$ cat src/rtl/gate_bist.sv
// Built-in self-test engine for quad 2-input gate models: sweeps every a/b
// combination, waits SETTLE cycles, checks y against the golden function.
module gate_bist #(
  parameter int WIDTH  = 4,
  parameter int SETTLE = 2,
  parameter int FUNC   = 0
) (
  input  logic               clk,
  input  logic               rst_n,
  input  logic               start,
  output logic [WIDTH-1:0]   a,
  output logic [WIDTH-1:0]   b,
  input  logic [WIDTH-1:0]   y,
  output logic               busy,
  output logic               done,
  output logic               pass,
  output logic [2*WIDTH:0]   fail_count,
  output logic [WIDTH-1:0]   first_fail_a,
  output logic [WIDTH-1:0]   first_fail_b,
  output logic [WIDTH-1:0]   first_fail_y
);

  localparam int IW = 2 * WIDTH;
  localparam int CW = (SETTLE < 2) ? 1 : $clog2(SETTLE + 1);

  typedef enum logic [2:0] {
    S_IDLE  = 3'd0,
    S_APPLY = 3'd1,
    S_WAIT  = 3'd2,
    S_CHECK = 3'd3,
    S_DONE  = 3'd4
  } state_t;

  state_t          r_state;
  state_t          w_state_nxt;
  logic [IW-1:0]   r_idx;
  logic [CW-1:0]   r_cnt;
  logic [IW:0]     r_fail_count;
  logic [WIDTH-1:0] r_ff_a;
  logic [WIDTH-1:0] r_ff_b;
  logic [WIDTH-1:0] r_ff_y;
  logic            r_busy;
  logic            r_done;
  logic [WIDTH-1:0] w_expected;
  logic            w_mismatch;
  logic            w_accept;

  // Unsupported FUNC codes fall back to AND.
  function automatic logic [WIDTH-1:0] golden(input logic [WIDTH-1:0] x,
                                               input logic [WIDTH-1:0] z);
    case (FUNC)
      32'sd1:  golden = x | z;
      32'sd2:  golden = ~(x & z);
      32'sd3:  golden = ~(x | z);
      32'sd4:  golden = x ^ z;
      default: golden = x & z;
    endcase
  endfunction

  assign w_expected = golden(r_idx[IW-1:WIDTH], r_idx[WIDTH-1:0]);
  assign w_mismatch = (y != w_expected);
  assign w_accept   = ((r_state == S_IDLE) || (r_state == S_DONE)) && start;

  // State register.
  always_ff @(posedge clk or negedge rst_n) begin
    if (!rst_n) begin
      r_state <= S_IDLE;
    end else begin
      r_state <= w_state_nxt;
    end
  end

  // Next-state decode; start is honoured only from IDLE or DONE.
  always_comb begin
    w_state_nxt = r_state;
    case (r_state)
      S_IDLE, S_DONE: begin
        if (start) begin
          w_state_nxt = S_APPLY;
        end else begin
          w_state_nxt = r_state;
        end
      end
      S_APPLY: begin
        if (SETTLE > 0) begin
          w_state_nxt = S_WAIT;
        end else begin
          w_state_nxt = S_CHECK;
        end
      end
      S_WAIT: begin
        if (r_cnt <= CW'(1)) begin
          w_state_nxt = S_CHECK;
        end else begin
          w_state_nxt = S_WAIT;
        end
      end
      S_CHECK: begin
        if (r_idx == {IW{1'b1}}) begin
          w_state_nxt = S_DONE;
        end else begin
          w_state_nxt = S_APPLY;
        end
      end
      default: w_state_nxt = S_IDLE;
    endcase
  end

  // Vector index, settle counter, status flags and result capture.
  always_ff @(posedge clk or negedge rst_n) begin
    if (!rst_n) begin
      r_idx        <= '0;
      r_cnt        <= '0;
      r_fail_count <= '0;
      r_ff_a       <= '0;
      r_ff_b       <= '0;
      r_ff_y       <= '0;
      r_busy       <= 1'b0;
      r_done       <= 1'b0;
    end else begin
      r_busy <= (w_state_nxt == S_APPLY) || (w_state_nxt == S_WAIT) ||
                (w_state_nxt == S_CHECK);
      r_done <= (w_state_nxt == S_DONE);
      case (r_state)
        S_IDLE, S_DONE: begin
          if (w_accept) begin
            r_idx        <= '0;
            r_fail_count <= '0;
            r_ff_a       <= '0;
            r_ff_b       <= '0;
            r_ff_y       <= '0;
          end
        end
        S_APPLY: r_cnt <= CW'(SETTLE);
        S_WAIT:  r_cnt <= r_cnt - CW'(1);
        S_CHECK: begin
          if (w_mismatch) begin
            if (r_fail_count != {(IW+1){1'b1}}) begin
              r_fail_count <= r_fail_count + {{IW{1'b0}}, 1'b1};
            end
            // Only the first failing vector is kept for diagnosis.
            if (r_fail_count == '0) begin
              r_ff_a <= r_idx[IW-1:WIDTH];
              r_ff_b <= r_idx[WIDTH-1:0];
              r_ff_y <= y;
            end
          end
          if (r_idx != {IW{1'b1}}) begin
            r_idx <= r_idx + {{(IW-1){1'b0}}, 1'b1};
          end
        end
        default: ;
      endcase
    end
  end

  assign a            = r_idx[IW-1:WIDTH];
  assign b            = r_idx[WIDTH-1:0];
  assign busy         = r_busy;
  assign done         = r_done;
  assign pass         = r_done && (r_fail_count == '0);
  assign fail_count   = r_fail_count;
  assign first_fail_a = r_ff_a;
  assign first_fail_b = r_ff_b;
  assign first_fail_y = r_ff_y;

endmodule

$ cat config.mk
export PLATFORM = sky130hd
export DESIGN_NAME = gate_bist
export DESIGN_NICKNAME = d
export VERILOG_FILES = /design/src/rtl/gate_bist.sv
export SDC_FILE = /design/constraint.sdc
export NUM_CORES = 1
export LEC_CHECK = 0
export BUFFER_PORTS_ARGS = -buffer_cell sky130_fd_sc_hd__buf_2
export CORE_MARGIN = 10
export CORE_UTILIZATION = 24
export DETAILED_ROUTE_END_ITERATION = 7
export GPL_ROUTABILITY_DRIVEN = 0
export GPL_TIMING_DRIVEN = 1
export SLEW_MARGIN = 20
export SYNTH_ARGS = -nofsm -noshare
export SYNTH_HDL_FRONTEND = slang
export SYNTH_SLANG_ARGS = --single-unit
$ cat constraint.sdc
create_clock -name clk -period 4.96 [get_ports clk]
set_clock_uncertainty 0.05 [all_clocks]
set_input_delay 0.744 -clock clk [delete_from_list [all_inputs] [get_ports clk]]
set_output_delay 0.744 -clock clk [all_outputs]
set_load 0.02 [all_outputs]
## After elaboration in Yosys (flattened, before gate mapping)

Index checks and enable logic that the tools add are counted.

| word-level totals | value |
|---|---|
| register bits | 36 |
| input bits | 7 |
| output and inout port bits | 32 |
| logic and storage cells | 66 |

| operators by class | value |
|---|---|
| add/subtract/negate cells | 3 |
| order comparisons | 1 |
| equal/unequal tests | 17 |
| muxes and demuxes | 22 |
| bitwise gates (word level) | 1 |
| reduce and logical (&&, ||, !) cells | 13 |

Operator list:

| kind | number |
|---|---|
| $mux 4 | 7 |
| $mux 9 | 3 |
| $pmux 4 s2 | 3 |
| $pmux 9 s2 | 1 |
| $mux 8 | 2 |
| $pmux 8 s2 | 1 |
| $eq 3x2->1 const B | 4 |
| $pmux 3 s4 | 1 |
| $ne 2x2->1 const B | 5 |
| $add 9x1->9 const B | 1 |
| $logic_not 9->1 | 1 |
| $ne 9x9->1 const B | 1 |
| $add 8x1->8 const B | 1 |
| $eq 8x8->1 const B | 1 |
| $ne 8x8->1 const B | 1 |
| $reduce_and 4->1 | 2 |
| $eq 3x1->1 const B | 2 |
| $eq 3x3->1 const B | 2 |
| $mux 3 | 2 |
| $and 4x4->4 | 1 |
| $ne 4x4->1 | 1 |
| $pmux 2 s2 | 1 |
| $reduce_bool 2->1 | 2 |
| $logic_not 3->1 | 1 |
| other kinds (7) | 10 |

## Longest topological paths before layout

| depth | value |
|---|---|
| word-level depth | 6 |
| mapped depth | 7 |
| gate-level depth less buffers | 7 |

## Worst setup path before layout

No wires, ideal clock.

| path | value |
|---|---|
| kind | flip-flop to output port |
| start | register r_fail_count[2], in the netlist fail_count[2] |
| end | output pass |
| data arrival time | 1,241 ps |
| required time | 4,166 ps |
| setup slack | 2,925 ps |
| cell stages (with the launch flop) | 4 |
| buffers on the path | 0 |
| cell sequence | dfrtp_1 > nor4_1 > and4b_1 > and2_1 |

| on the way | value |
|---|---|
| cells in the longest elaborated chain, start to end | 2 |

RTL lines:

| item | RTL line | source |
|---|---|---|
| start, declared | 38 | `logic [IW:0] r_fail_count;` |
| start signal, assigned | 139 | `r_fail_count <= r_fail_count + {{IW{1'b0}}, 1'b1};` |
| $logic_not 9->1 | 161 | `assign pass = r_done && (r_fail_count == '0);` |
| $logic_and 1x1->1 | 161 |  |
| end, declared | 16 | `output logic pass,` |

Every way passes these cells.

## Worst setup path in the final report

Same ends and word-level chain as after synthesis.

==> impl_metrics.env <==
export IMPL_fill_cells=865
export IMPL_met3_usage_pct=2.952
export IMPL_port_buffers=38
export IMPL_timing_fmax_mhz=415.8
export IMPL_ys_async_sr_fraction_pct=100.0
export IMPL_tns_ps=0
export IMPL_synth_most_common_cell="dfrtp_1"
export IMPL_synth_area_leaders="dfrtp_1 45%, mux2i_1 12%, nand2_1 5.2%"
export IMPL_slew_violations=0
export IMPL_syn2layout_area_growth_pct=17.20
export IMPL_cts_sinks=36
export IMPL_hp_class="reg -> reg"
export IMPL_status="finished clean"
export IMPL_leakage_nw=1.258
export IMPL_final_util_pct=28.84
export IMPL_worstPathArrival_ps=1610
export IMPL_initial_core_util_pct=24.61
export IMPL_grt_pass1_wl_um=8128
export IMPL_clk_latency_ps=280
export IMPL_cp_end_kind="output port"
export IMPL_fin_area_um2=2370
export IMPL_nets=239
export IMPL_netlist_area_leader_share_pct=44.55
export IMPL_post_route_period_util_pct=48.49
export IMPL_path_clk_slew_ps=70
export IMPL_critPathKind="reg -> out"
export IMPL_power_total_uw=898.9
export IMPL_cts_setup_buffers=0
export IMPL_grt_pass1_vias=1555
export IMPL_syn_area_um2=2022
export IMPL_hold_buffers=0
export IMPL_irDropWorstVdd_v=0.0001190
export IMPL_syn_inst=190
export IMPL_clk_path_buf_depth=2
export IMPL_relSlewSlack_pct=38.68
export IMPL_place_area_um2=2271
export IMPL_syn_num_nets=202
export IMPL_synth_cell_types=46
export IMPL_yosysWarnings=0
export IMPL_globalRouteMet2Util_pct=12.90
export IMPL_grt_setup_unrepaired="false"
export IMPL_cts_root_buffer="clkbuf_8"
export IMPL_busiest_layer="met2"
export IMPL_synth_edff_count=0
export IMPL_cts_tree="built"
export IMPL_antenna_found_initial=1
export IMPL_rows=33
export IMPL_io_pins=39
export IMPL_drc=0
export IMPL_first_pass_iters=4
export IMPL_hpwl_um=3658
export IMPL_grt_usage_pct=7.846
export IMPL_crit_fanout=7
export IMPL_grt_start_max_net_pins=37
export IMPL_die_w_um=111.8
export IMPL_hold_violations=0
export IMPL_grtUsageMet1_pct=9.248
export IMPL_die_h_um=111.8
export IMPL_vias=1494
export IMPL_vias_per_cell=4.486
export IMPL_drive_gt1_share_pct=27.31
export IMPL_synth_flop_cell="dfrtp_1"
export IMPL_tightest_slew_ps=917.5
export IMPL_ant_nets=0
export IMPL_holdWs_ps=475.0
export IMPL_synth_avg_cell_area_um2=10.64
export IMPL_core_area_um2=8217
export IMPL_final_setup_viol_count=0
export IMPL_die_area_um2=12500
export IMPL_required_ps=4170
export IMPL_crit_path_start_kind="register"
export IMPL_synthTopCellsByCount="36 x dfrtp_1, 28 x nand2_1, 24 x mux2i_1"
export IMPL_totalWireLength_um=4853
export IMPL_overflow=0
export IMPL_cap_violations=0
export IMPL_layout_min_cycle_time_ps=2405
export IMPL_dpl_cell_count=325
export IMPL_cts_inserted_buffers=5
export IMPL_cts_htree_levels=2
export IMPL_cts_resized=0
export IMPL_wl_per_cell_um=14.57
export IMPL_fin_cells=333
export IMPL_power_density_nw_per_um2=379.3
export IMPL_drt_initial_drc_count=86
export IMPL_synth_area_leader_cell="dfrtp_1"
export IMPL_synth_seq_cells=36
export IMPL_seq_area_frac_synth_pct=44.55
export IMPL_preCtsSetupSlack_ps=2759
export IMPL_setup_ws_ps=2555
-- cell type report --
cell class,count,area (um2),share of cell area [%]
clock buffer,7,96.34,4.065
inverter,19,71.32,3.010
timing repair buffer,38,190.2,8.025
antenna,1,2.502,0.1056
tap,105,131.4,5.544
sequential,36,900.9,38.01
multi-input combinational,127,977.2,41.24
-- cells by family after synthesis --
group,after synthesis,synth area share [%]
fa+ha+maj,5,3.094
mux,24,11.88
xor+xnor,3,1.300
simple gates,61,16.65
flops,36,44.55
buf+inv,27,7.116
compound gates,34,15.41
-- state kept, by name, summed over array words and instances, names as in the netlist --
register      flops
r_idx             8
first_fail_y      4
done              1
r_cnt             2
r_state           3
first_fail_b      4
first_fail_a      4
fail_count        9
busy              1
-- placed cells by master, fill, tap and decap left out, drive strengths merged, types with 2 or more instances in the layout --
cell type,instances
a211oi,2
o21a,2
buf,38
dfrtp,36
nand3,3
ha,5
a21oi,7
inv,19
and3,7
mux2i,24
o211ai,3
nor2,9
clkbuf,7
o21ai,5
nand3b,2
nor3,3
xnor2,3
and2,2
nand2,28
o2111ai,5
nand4,2
a311oi,2
o22ai,2
-- worst max-delay path, cell delays in order (launching register included) --
cell and delay (ps):
dfrtp_1 460, nor4_1 260, and4b_1 310, and2_1 140, buf_2 160
-- report_power, final --
group / total (mW) / internal, mW / switching, mW
Clock: 0.221 / 0.124 / 0.0977
Combinational: 0.264 / 0.0929 / 0.171
Sequential: 0.414 / 0.360 / 0.0538
Total: 0.899 / 0.577 / 0.322
-- metal layers --
metal  part of all wire (%)  up-vias
met1                     44      725
met2                     50       24
li1                       -      741
met3                    5.0        4
met5                      0        -
met4                   0.68        0
-- worst paths after layout --
path                                       from         endpoint  slack (ps)  cells past startpoint
max in group asynchronous                 rst_n  first_fail_y[0]        3830                      1
worst max-delay path              fail_count[2]             pass        2550                      4
worst min register to register  first_fail_a[3]  first_fail_a[3]         470                      2
worst max register to register    fail_count[2]    fail_count[3]        2900                      7
min in group asynchronous                 rst_n             done         510                      1
worst min-delay path            first_fail_a[3]  first_fail_a[3]         470                      2
Power figures use the tool's default switching activity.
